File: src/rtl/cordic_rr_sched.sv
// Round-robin front end that shares one iterative CORDIC engine between
// several requesters. One job is in flight at a time. Each job is granted,
// started, run until the engine reports done or the timeout expires, and then
// returned tagged with the index of the requester that issued it.
module cordic_rr_sched #(
  parameter int gp_nr_req     = 4,
  parameter int gp_nr_iter    = 16,
  parameter int gp_xy_width   = 8,
  parameter int gp_z_width    = 8,
  parameter int gp_tmo_margin = 2
) (
  input  logic                                i_clk,
  input  logic                                i_rst_an,
  input  logic                                i_ena,
  input  logic [gp_nr_req-1:0]                i_req_valid,
  output logic [gp_nr_req-1:0]                o_req_ready,
  input  logic [gp_nr_req*gp_xy_width-1:0]    i_req_x,
  input  logic [gp_nr_req*gp_xy_width-1:0]    i_req_y,
  input  logic [gp_nr_req*gp_z_width-1:0]     i_req_z,
  output logic                                o_core_start,
  output logic                                o_core_ena,
  output logic [gp_xy_width-1:0]              o_core_x,
  output logic [gp_xy_width-1:0]              o_core_y,
  output logic [gp_z_width-1:0]               o_core_z,
  input  logic                                i_core_done,
  input  logic [gp_xy_width-1:0]              i_core_x,
  input  logic [gp_xy_width-1:0]              i_core_y,
  input  logic [gp_z_width-1:0]               i_core_z,
  output logic                                o_res_valid,
  input  logic                                i_res_ready,
  output logic [gp_xy_width-1:0]              o_res_x,
  output logic [gp_xy_width-1:0]              o_res_y,
  output logic [gp_z_width-1:0]               o_res_z,
  output logic [$clog2(gp_nr_req)-1:0]        o_res_id,
  output logic                                o_res_err,
  output logic                                o_busy
);

  localparam int lp_id_w   = $clog2(gp_nr_req);
  localparam int lp_cand_w = lp_id_w + 1;
  localparam int lp_tmo    = gp_nr_iter + gp_tmo_margin;
  localparam int lp_cnt_w  = $clog2(lp_tmo + 1);

  typedef enum logic [1:0] {
    ST_IDLE  = 2'd0,
    ST_START = 2'd1,
    ST_RUN   = 2'd2,
    ST_OUT   = 2'd3
  } state_t;

  state_t                 state_r;
  state_t                 state_nxt_s;
  logic [lp_id_w-1:0]     last_r;
  logic [lp_id_w-1:0]     id_r;
  logic [lp_id_w-1:0]     grant_s;
  logic                   found_s;
  logic                   hit_s;
  logic [lp_cand_w-1:0]   sum_s;
  logic [lp_cand_w-1:0]   cand_s;
  logic [lp_cnt_w-1:0]    cnt_r;
  logic                   accept_s;
  logic                   done_s;
  logic                   tmo_s;
  logic                   res_hs_s;
  logic [gp_xy_width-1:0] op_x_r;
  logic [gp_xy_width-1:0] op_y_r;
  logic [gp_z_width-1:0]  op_z_r;
  logic [gp_xy_width-1:0] res_x_r;
  logic [gp_xy_width-1:0] res_y_r;
  logic [gp_z_width-1:0]  res_z_r;
  logic                   res_err_r;
  logic                   res_valid_r;

  // Round-robin search: first valid requester after the last one granted.
  always_comb begin
    grant_s = '0;
    found_s = 1'b0;
    hit_s   = 1'b0;
    sum_s   = '0;
    cand_s  = '0;
    for (int i = 1; i <= gp_nr_req; i++) begin
      sum_s   = {1'b0, last_r} + lp_cand_w'(i);
      cand_s  = (sum_s >= lp_cand_w'(gp_nr_req)) ? (sum_s - lp_cand_w'(gp_nr_req)) : sum_s;
      hit_s   = !found_s && i_req_valid[cand_s[lp_id_w-1:0]];
      grant_s = hit_s ? cand_s[lp_id_w-1:0] : grant_s;
      found_s = found_s | hit_s;
    end
  end

  assign accept_s = i_ena && (state_r == ST_IDLE) && found_s;
  assign done_s   = i_ena && (state_r == ST_RUN) && i_core_done;
  assign tmo_s    = i_ena && (state_r == ST_RUN) && !i_core_done &&
                    (cnt_r == lp_cnt_w'(lp_tmo - 1));
  assign res_hs_s = i_ena && (state_r == ST_OUT) && i_res_ready;

  // One-hot accept toward the granted requester, only while a grant is taken.
  always_comb begin
    o_req_ready = '0;
    if (accept_s) begin
      o_req_ready[grant_s] = 1'b1;
    end else begin
      o_req_ready = '0;
    end
  end

  // Next-state logic; a disabled cycle leaves the state untouched.
  always_comb begin
    state_nxt_s = state_r;
    if (!i_ena) begin
      state_nxt_s = state_r;
    end else begin
      case (state_r)
        ST_IDLE:  state_nxt_s = found_s ? ST_START : ST_IDLE;
        ST_START: state_nxt_s = ST_RUN;
        ST_RUN:   state_nxt_s = (done_s || tmo_s) ? ST_OUT : ST_RUN;
        ST_OUT:   state_nxt_s = res_hs_s ? ST_IDLE : ST_OUT;
        default:  state_nxt_s = ST_IDLE;
      endcase
    end
  end

  // State register.
  always_ff @(posedge i_clk or negedge i_rst_an) begin
    if (!i_rst_an) begin
      state_r <= ST_IDLE;
    end else begin
      state_r <= state_nxt_s;
    end
  end

  // Operand capture, grant pointer, iteration counter and result registers.
  always_ff @(posedge i_clk or negedge i_rst_an) begin
    if (!i_rst_an) begin
      last_r      <= lp_id_w'(gp_nr_req - 1);
      id_r        <= '0;
      op_x_r      <= '0;
      op_y_r      <= '0;
      op_z_r      <= '0;
      cnt_r       <= '0;
      res_x_r     <= '0;
      res_y_r     <= '0;
      res_z_r     <= '0;
      res_err_r   <= 1'b0;
      res_valid_r <= 1'b0;
    end else begin
      if (accept_s) begin
        op_x_r <= i_req_x[grant_s*gp_xy_width +: gp_xy_width];
        op_y_r <= i_req_y[grant_s*gp_xy_width +: gp_xy_width];
        op_z_r <= i_req_z[grant_s*gp_z_width +: gp_z_width];
        id_r   <= grant_s;
        last_r <= grant_s;
      end
      if (i_ena && (state_r == ST_START)) begin
        cnt_r <= '0;
      end else if (i_ena && (state_r == ST_RUN)) begin
        cnt_r <= cnt_r + lp_cnt_w'(1);
      end
      // A done in the final allowed cycle still counts as a good result.
      if (done_s) begin
        res_x_r     <= i_core_x;
        res_y_r     <= i_core_y;
        res_z_r     <= i_core_z;
        res_err_r   <= 1'b0;
        res_valid_r <= 1'b1;
      end else if (tmo_s) begin
        res_x_r     <= '0;
        res_y_r     <= '0;
        res_z_r     <= '0;
        res_err_r   <= 1'b1;
        res_valid_r <= 1'b1;
      end else if (res_hs_s) begin
        res_valid_r <= 1'b0;
      end
    end
  end

  assign o_core_start = i_ena && (state_r == ST_START);
  assign o_core_ena   = i_ena && ((state_r == ST_START) || (state_r == ST_RUN));
  assign o_core_x     = op_x_r;
  assign o_core_y     = op_y_r;
  assign o_core_z     = op_z_r;
  assign o_res_valid  = res_valid_r;
  assign o_res_x      = res_x_r;
  assign o_res_y      = res_y_r;
  assign o_res_z      = res_z_r;
  assign o_res_id     = id_r;
  assign o_res_err    = res_err_r;
  assign o_busy       = (state_r != ST_IDLE);

endmodule

File: config.mk
export PLATFORM = sky130hd
export DESIGN_NAME = cordic_rr_sched
export DESIGN_NICKNAME = d
export VERILOG_FILES = /design/src/rtl/cordic_rr_sched.sv
export SDC_FILE = /design/constraint.sdc
export NUM_CORES = 1
export LEC_CHECK = 0
export ABC_AREA = 1
export CELL_PAD_IN_SITES_DETAIL_PLACEMENT = 1
export CELL_PAD_IN_SITES_GLOBAL_PLACEMENT = 2
export CORE_ASPECT_RATIO = 1.4
export CORE_MARGIN = 2
export CORE_UTILIZATION = 23
export CTS_CLUSTER_SIZE = 30
export DETAILED_ROUTE_END_ITERATION = 7
export PLACE_DENSITY_LB_ADDON = 0.12
export REMOVE_ABC_BUFFERS = 1
export SLEW_MARGIN = 5
export SYNTH_ARGS = -nofsm -noshare
export SYNTH_HDL_FRONTEND = slang
export SYNTH_SLANG_ARGS = --single-unit
export TNS_END_PERCENT = 30
File: constraint.sdc
create_clock -name i_clk -period 3.5 [get_ports i_clk]
set_input_delay 0.525 -clock i_clk [delete_from_list [all_inputs] [get_ports i_clk]]
set_output_delay 0.525 -clock i_clk [all_outputs]
set_load 0.03 [all_outputs]
# Yosys cells after proc, flatten, opt, wreduce, memory -nomap -nowiden
# Cells that the tools add are included.
# op_classes
bitwise_logic	3
mux	34
order_cmp	10
n_shift	3
n_eq_ne	4
reduce_logical	25
n_addsub	9
# op_table
operator	count
$shiftx 32x6->8	3
$mux 8	4
$mux 2	9
$lt 2x3->1 const B	5
$logic_and 1x1->1	14
$ge 3x3->1 const B	4
$mux 1	12
$mux 5	2
$bmux 1 s2	4
$pmux 2 s4	1
$sub 2x1->2 const B	4
$add 2x2->3 const B	2
$reduce_bool 2->1	3
$add 5x1->5 const B	1
$eq 5x5->1 const B	1
$eq 2x2->1 const B	2
$logic_not 1->1	4
$mux 4	1
$add 2x1->3 const B	1
$add 2x3->3 const B	1
$or 1x1->1	3
$reduce_bool 3->1	1
$demux 1 s2	1
$eq 2x1->1 const B	1
3 further kinds	4
# totals
elab_cells	100
inputBits	129
out_inout_bits	59
regBits	61

# Longest topological paths before layout
# depth
depth_word	19
depth_mapped	17
mapped_depth_nobuf	15

# Least setup slack after synthesis
# No wires, ideal clock.
# synth_timing
kind	register to output
from	reg last_r[0]
to	out o_req_ready[3]
setup_slack_ps	710
stages_incl_launch_ff	12
required_time_ps	2975
arrival_time_ps	2265
path_buffers	3
path_cell_list	dfstp_2 buf_6 inv_6 nand2_1 nand3_1 nand2_2 nor2_8 nand3_4 nand3_2 buf_4 buf_2 nor3_1
# synth_via
elab_chain_len	19
elab_cells_between_ends	44
classes_between	add/sub: 8; order compare: 6; mux: 19; bitwise: 3; reduce/logical: 8
# synth_lines
element	line_no	text
start, declared	53	logic [lp_id_w-1:0] last_r;
start signal, assigned	134	last_r <= lp_id_w'(gp_nr_req - 1);
start signal, assigned	151	last_r <= grant_s;
$add 2x1->3	82	sum_s = {1'b0, last_r} + lp_cand_w'(i);
$ge 3x3->1 or $sub 2x1->2 (tied branches)	83	cand_s = (sum_s >= lp_cand_w'(gp_nr_req)) ? (sum_s - lp_cand_w'(gp_nr_req)) : sum_s;
$mux 2	83	
$bmux 1 s2	84	hit_s = !found_s && i_req_valid[cand_s[lp_id_w-1:0]];
$mux 1 (implied by the code)	84	
$logic_not 1->1	84	
$logic_and 1x1->1	84	
$or 1x1->1	86	found_s = found_s | hit_s;
[3 not listed]	-	
$logic_not 1->1	84	
$logic_and 1x1->1	84	
$mux 2	85	grant_s = hit_s ? cand_s[lp_id_w-1:0] : grant_s;
$lt 2x3->1 (implied by the code) or $ge 2x1->1 (tied branches)	100	o_req_ready[grant_s] = 1'b1;
$logic_and 1x1->1 (implied by the code)	100	
$mux 1 (implied by the code)	100	
$demux 1 s2	100	
$mux 4 (*)	99	if (accept_s) begin
end, declared	16	output logic [gp_nr_req-1:0] o_req_ready,
# Mark *: on every way between the ends. The rest lies on a longest branch, timed or not. The select of a mux whose other input is x is not followed.

# Final worst setup path
# layout_timing
from	reg last_r[0]
to	out o_req_ready[0]
# Same word-level chain as after synthesis.

==> Flow_metrics.wiki <==
{| class="wikitable"
! Metric !! Value
|-
| Top_reg_cell synth || sky130_fd_sc_hd__dfrtp_1
|-
| Reg2Reg Setup Slack || just over 0.8 ns
|-
| Total core area || between 15000 and 20000 um^2
|-
| Vias per inst || between 4 and 5
|-
| GRT overflow || 0
|-
| Setup repair bufs after CTS || 0
|-
| Status || finished clean
|-
| Ports placed on the boundary || ~190
|-
| Leak Pwr || slightly above 3 nW
|-
| Resized cells post-CTS || 0
|-
| Floorplan die height || 157.6 um
|-
| Critical path capture point type || output pin
|-
| Setup repair after global routing missed its margin || no
|-
| Total clock buffers created by CTS || 9
|-
| Number of antenna-violating nets in the routed design || 0
|-
| Number of nets in the layout || between 800 and 900
|-
| Global-route wire length before repair || between 20 and 25 mm
|-
| Period Utilization, post-route || 0.9110
|-
| Maximum vdd ir drop || between 0.4 and 0.5 mV
|-
| Initial Util || 0.2333
|-
| Vias in the first global route || about 4200
|-
| Rel. slew slack || 0.5035
|-
| Via count || about 4000
|-
| Non-Filler Instances || roughly 900
|-
| FILL cells || 2021
|-
| # DRC || 0
|-
| MaxCap Viol Count || 0
|-
| Overall die area || between 15000 and 20000 um^2
|-
| Reg-to-reg critical path endpoint || o_core_y[3]
|-
| Setup TNS || 0 ns
|-
| Crit path max fanout || 23
|-
| Cell variety after synth || 35
|-
| Post-Place Cell Area || 5884 um^2
|-
| Area of the multi-input gates || roughly 1800 um^2
|-
| Largest net degree at the start of global routing || 62
|-
| EDFF count, synth || 0
|-
| Proportion of synthesized chip area in sequential cells || 0.3946
|-
| Yosys Warn Count || 0
|-
| Hold/Removal Path Class || input pin to async pin
|-
| Clock tree from TritonCTS || built
|-
| Port buffer count || 187
|-
| CTS H-tree depth || 3
|-
| Syn Area/Cell || 7.613 um^2
|-
| Clock-pin slew on the worst setup and hold paths || 0.05 ns
|-
| Clock root buffer || sky130_fd_sc_hd__clkbuf_16
|-
| Area growth syn-to-layout || 59.67%
|-
| Proportion of layout cells with a drive suffix above 1 || 0.1007
|-
| Peak Freq || roughly 310 MHz
|-
| Netlist Area Pre-Place || slightly below 4000 um^2
|-
| Final weighted congestion in routability-driven placement || approximately 0.73
|-
| Final setup viols || 0
|-
| Max-slew violation count || 0
|-
| GRT Total Usage || 0.1532
|-
| Clock net sink count || 61
|-
| Worst Path Arrival || about 2.7 ns
|-
| #FFs+latches synth || slightly above 60
|-
| Commonest cells after routing, fill and taps aside || 182 x sky130_fd_sc_hd__clkdlybuf4s50_1, 139 x sky130_fd_sc_hd__nand2_1, 87 x sky130_fd_sc_hd__inv_1
|-
| Source of the worst register-to-register timing path || last_r[0]
|-
| Clock latency at the later pin of the worst-skew pair || approximately 0.33 ns
|-
| Number of placement rows || 56
|-
| Drt total wl || 13.77 mm
|-
| Horiz. Die Dim || between 100 and 150 um
|-
| Min cycle time layout || about 3.2 ns
|-
| Worst Reg2Reg Path Length in Cells || 14
|-
| Average detailed-routed wire length per instance || 15.32 um
|-
| Number of cells in the design after placement || approximately 880
|-
| Seq. cell area || between 1500 and 2000 um^2
|-
| Number of antenna violations at the first check in global routing || 1
|-
| Slew at the pin closest to its max-slew limit || between 0.7 and 0.8 ns
|-
| Crit path launch type || flop
|-
| Critical Path RT || 2.97 ns
|-
| Gate count of the mapped netlist || ~510
|-
| DR iter-0 viols || about 130
|-
| Worst clock skew on the final layout || 0.004459 ns
|-
| Number of hold buffers added after CTS || 0
|-
| Pwr dens || 1001 nW/um^2
|-
| Detail Placement HPWL || between 10 and 15 mm
|-
| TritonRoute pass-1 iters || 4
|-
| Finished Cell Area || ~6200 um^2
|-
| Share of synthesized registers carrying an async set or reset || 1.000
|-
| Most frequent standard cell in the layout excluding fill and tap cells || sky130_fd_sc_hd__clkdlybuf4s50_1
|-
| Kind of critical path || flop to output pin
|-
| Hold Violations, Final || 0
|-
| Max clock buf depth || 2
|}
-- cell families (layout without fill, tap and decap cells) --
| kind of cell | count (synthesis) | in the layout | share of synthesized area |
|---|---|---|---|
| flops | 61 | 61 | 0.3946 |
| fa+ha+maj | 7 | 7 | 0.02260 |
| simple gates | 266 | 266 | 0.3213 |
| xor+xnor | 1 | 1 | 0.002261 |
| other cells | 0 | 1 | 0 |
| compound gates | 52 | 52 | 0.1182 |
| buf+inv | 122 | 308 | 0.1411 |
-- metrics by stage --
| step | hold WS [ns] | power (W) | utilization | worst slack, ns |
|---|---|---|---|---|
| finish | 0.2534 | 0.006193 | 0.3726 | 0.3115 |
| global route | 0.3081 | 0.006723 | 0.3726 | 0.06070 |
| CTS | 0.2840 | 0.006320 | 0.3724 | 0.2639 |
| detailed placement | 0.4685 | 0.005387 | 0.3544 | 0.3743 |
| global placement | 0.4681 | 0.005316 | 0.3544 | 0.3897 |
| floorplan | 0.2294 | 0.003792 | - | -0.1236 |
-- where the power goes --
part	internal [W]	switching [W]
Sequential	0.00106	0.000223
Combinational	0.00153	0.00249
Clock	0.000553	0.000344
Total	0.00314	0.00306
-- synthesized netlist by cell type, types with 6 or more instances --
library cell,instances,area share
sky130_fd_sc_hd__ha_1,7,0.023
sky130_fd_sc_hd__buf_6,8,0.023
sky130_fd_sc_hd__nor2_1,14,0.014
sky130_fd_sc_hd__nand2_1,139,0.13
sky130_fd_sc_hd__buf_2,10,0.013
sky130_fd_sc_hd__a22o_1,24,0.054
sky130_fd_sc_hd__inv_1,87,0.084
sky130_fd_sc_hd__dfrtp_1,59,0.38
sky130_fd_sc_hd__o211ai_2,13,0.042
sky130_fd_sc_hd__a21oi_1,6,0.0077
sky130_fd_sc_hd__nand3_1,76,0.098
sky130_fd_sc_hd__inv_2,6,0.0058
sky130_fd_sc_hd__or2_0,6,0.0097
sky130_fd_sc_hd__nand2_2,9,0.015
sky130_fd_sc_hd__or2_1,7,0.011
-- how the worst max path moves through the flow --
| stage | startpoint | end |
|---|---|---|
| 6_report | last_r[0] | o_req_ready[0] |
| 5_1_grt | last_r[0] | o_req_ready[0] |
| 4_1_cts | last_r[0] | o_req_ready[0] |
| 3_5_place_dp | i_req_valid[1] | o_req_ready[0] |
| 3_3_place_gp | i_req_valid[1] | o_req_ready[0] |
| 2_1_floorplan | last_r[0] | o_req_ready[3] |
-- final cells by class --
| cell class | instances | share of cell area |
|---|---|---|
| clock inverters | 7 | 0.01213 |
| multi-input cells | 326 | 0.2908 |
| repair buffers | 196 | 0.3130 |
| diodes | 1 | 0.0004044 |
| well taps | 203 | 0.04105 |
| flip-flops and latches | 61 | 0.2471 |
| clock buffers | 9 | 0.03640 |
| inverters | 96 | 0.05905 |
-- metal layers --
layer,global-route usage,up-vias,wire length [um]
met5,0,-,0
met4,0.05807,0,269
met3,0.03254,13,736
met2,0.2829,107,7339
met1,0.1716,1908,5426
li1,-,1968,-
-- critical path, cell delays in order, from the launching register on --
cell and delay (ns):
sky130_fd_sc_hd__dfstp_2 0.65, sky130_fd_sc_hd__inv_6 0.09, sky130_fd_sc_hd__nand2_2 0.08, sky130_fd_sc_hd__nand2_2 0.06
sky130_fd_sc_hd__nand2_1 0.06, sky130_fd_sc_hd__inv_1 0.05, sky130_fd_sc_hd__nor2_1 0.23, sky130_fd_sc_hd__nand3_4 0.13
sky130_fd_sc_hd__nand2_4 0.24, sky130_fd_sc_hd__nand2_2 0.18, sky130_fd_sc_hd__buf_4 0.22, sky130_fd_sc_hd__nor2_1 0.16
sky130_fd_sc_hd__buf_4 0.19
-- flip-flops by register name, indices dropped and copies added, names as in the netlist, 5 cells and up --
| name | flops |
|---|---|
| o_core_z | 8 |
| o_res_x | 8 |
| o_res_y | 8 |
| o_core_y | 8 |
| o_core_x | 8 |
| cnt_r | 5 |
| o_res_z | 8 |
No activity file was read; power rests on OpenSTA's default activity.
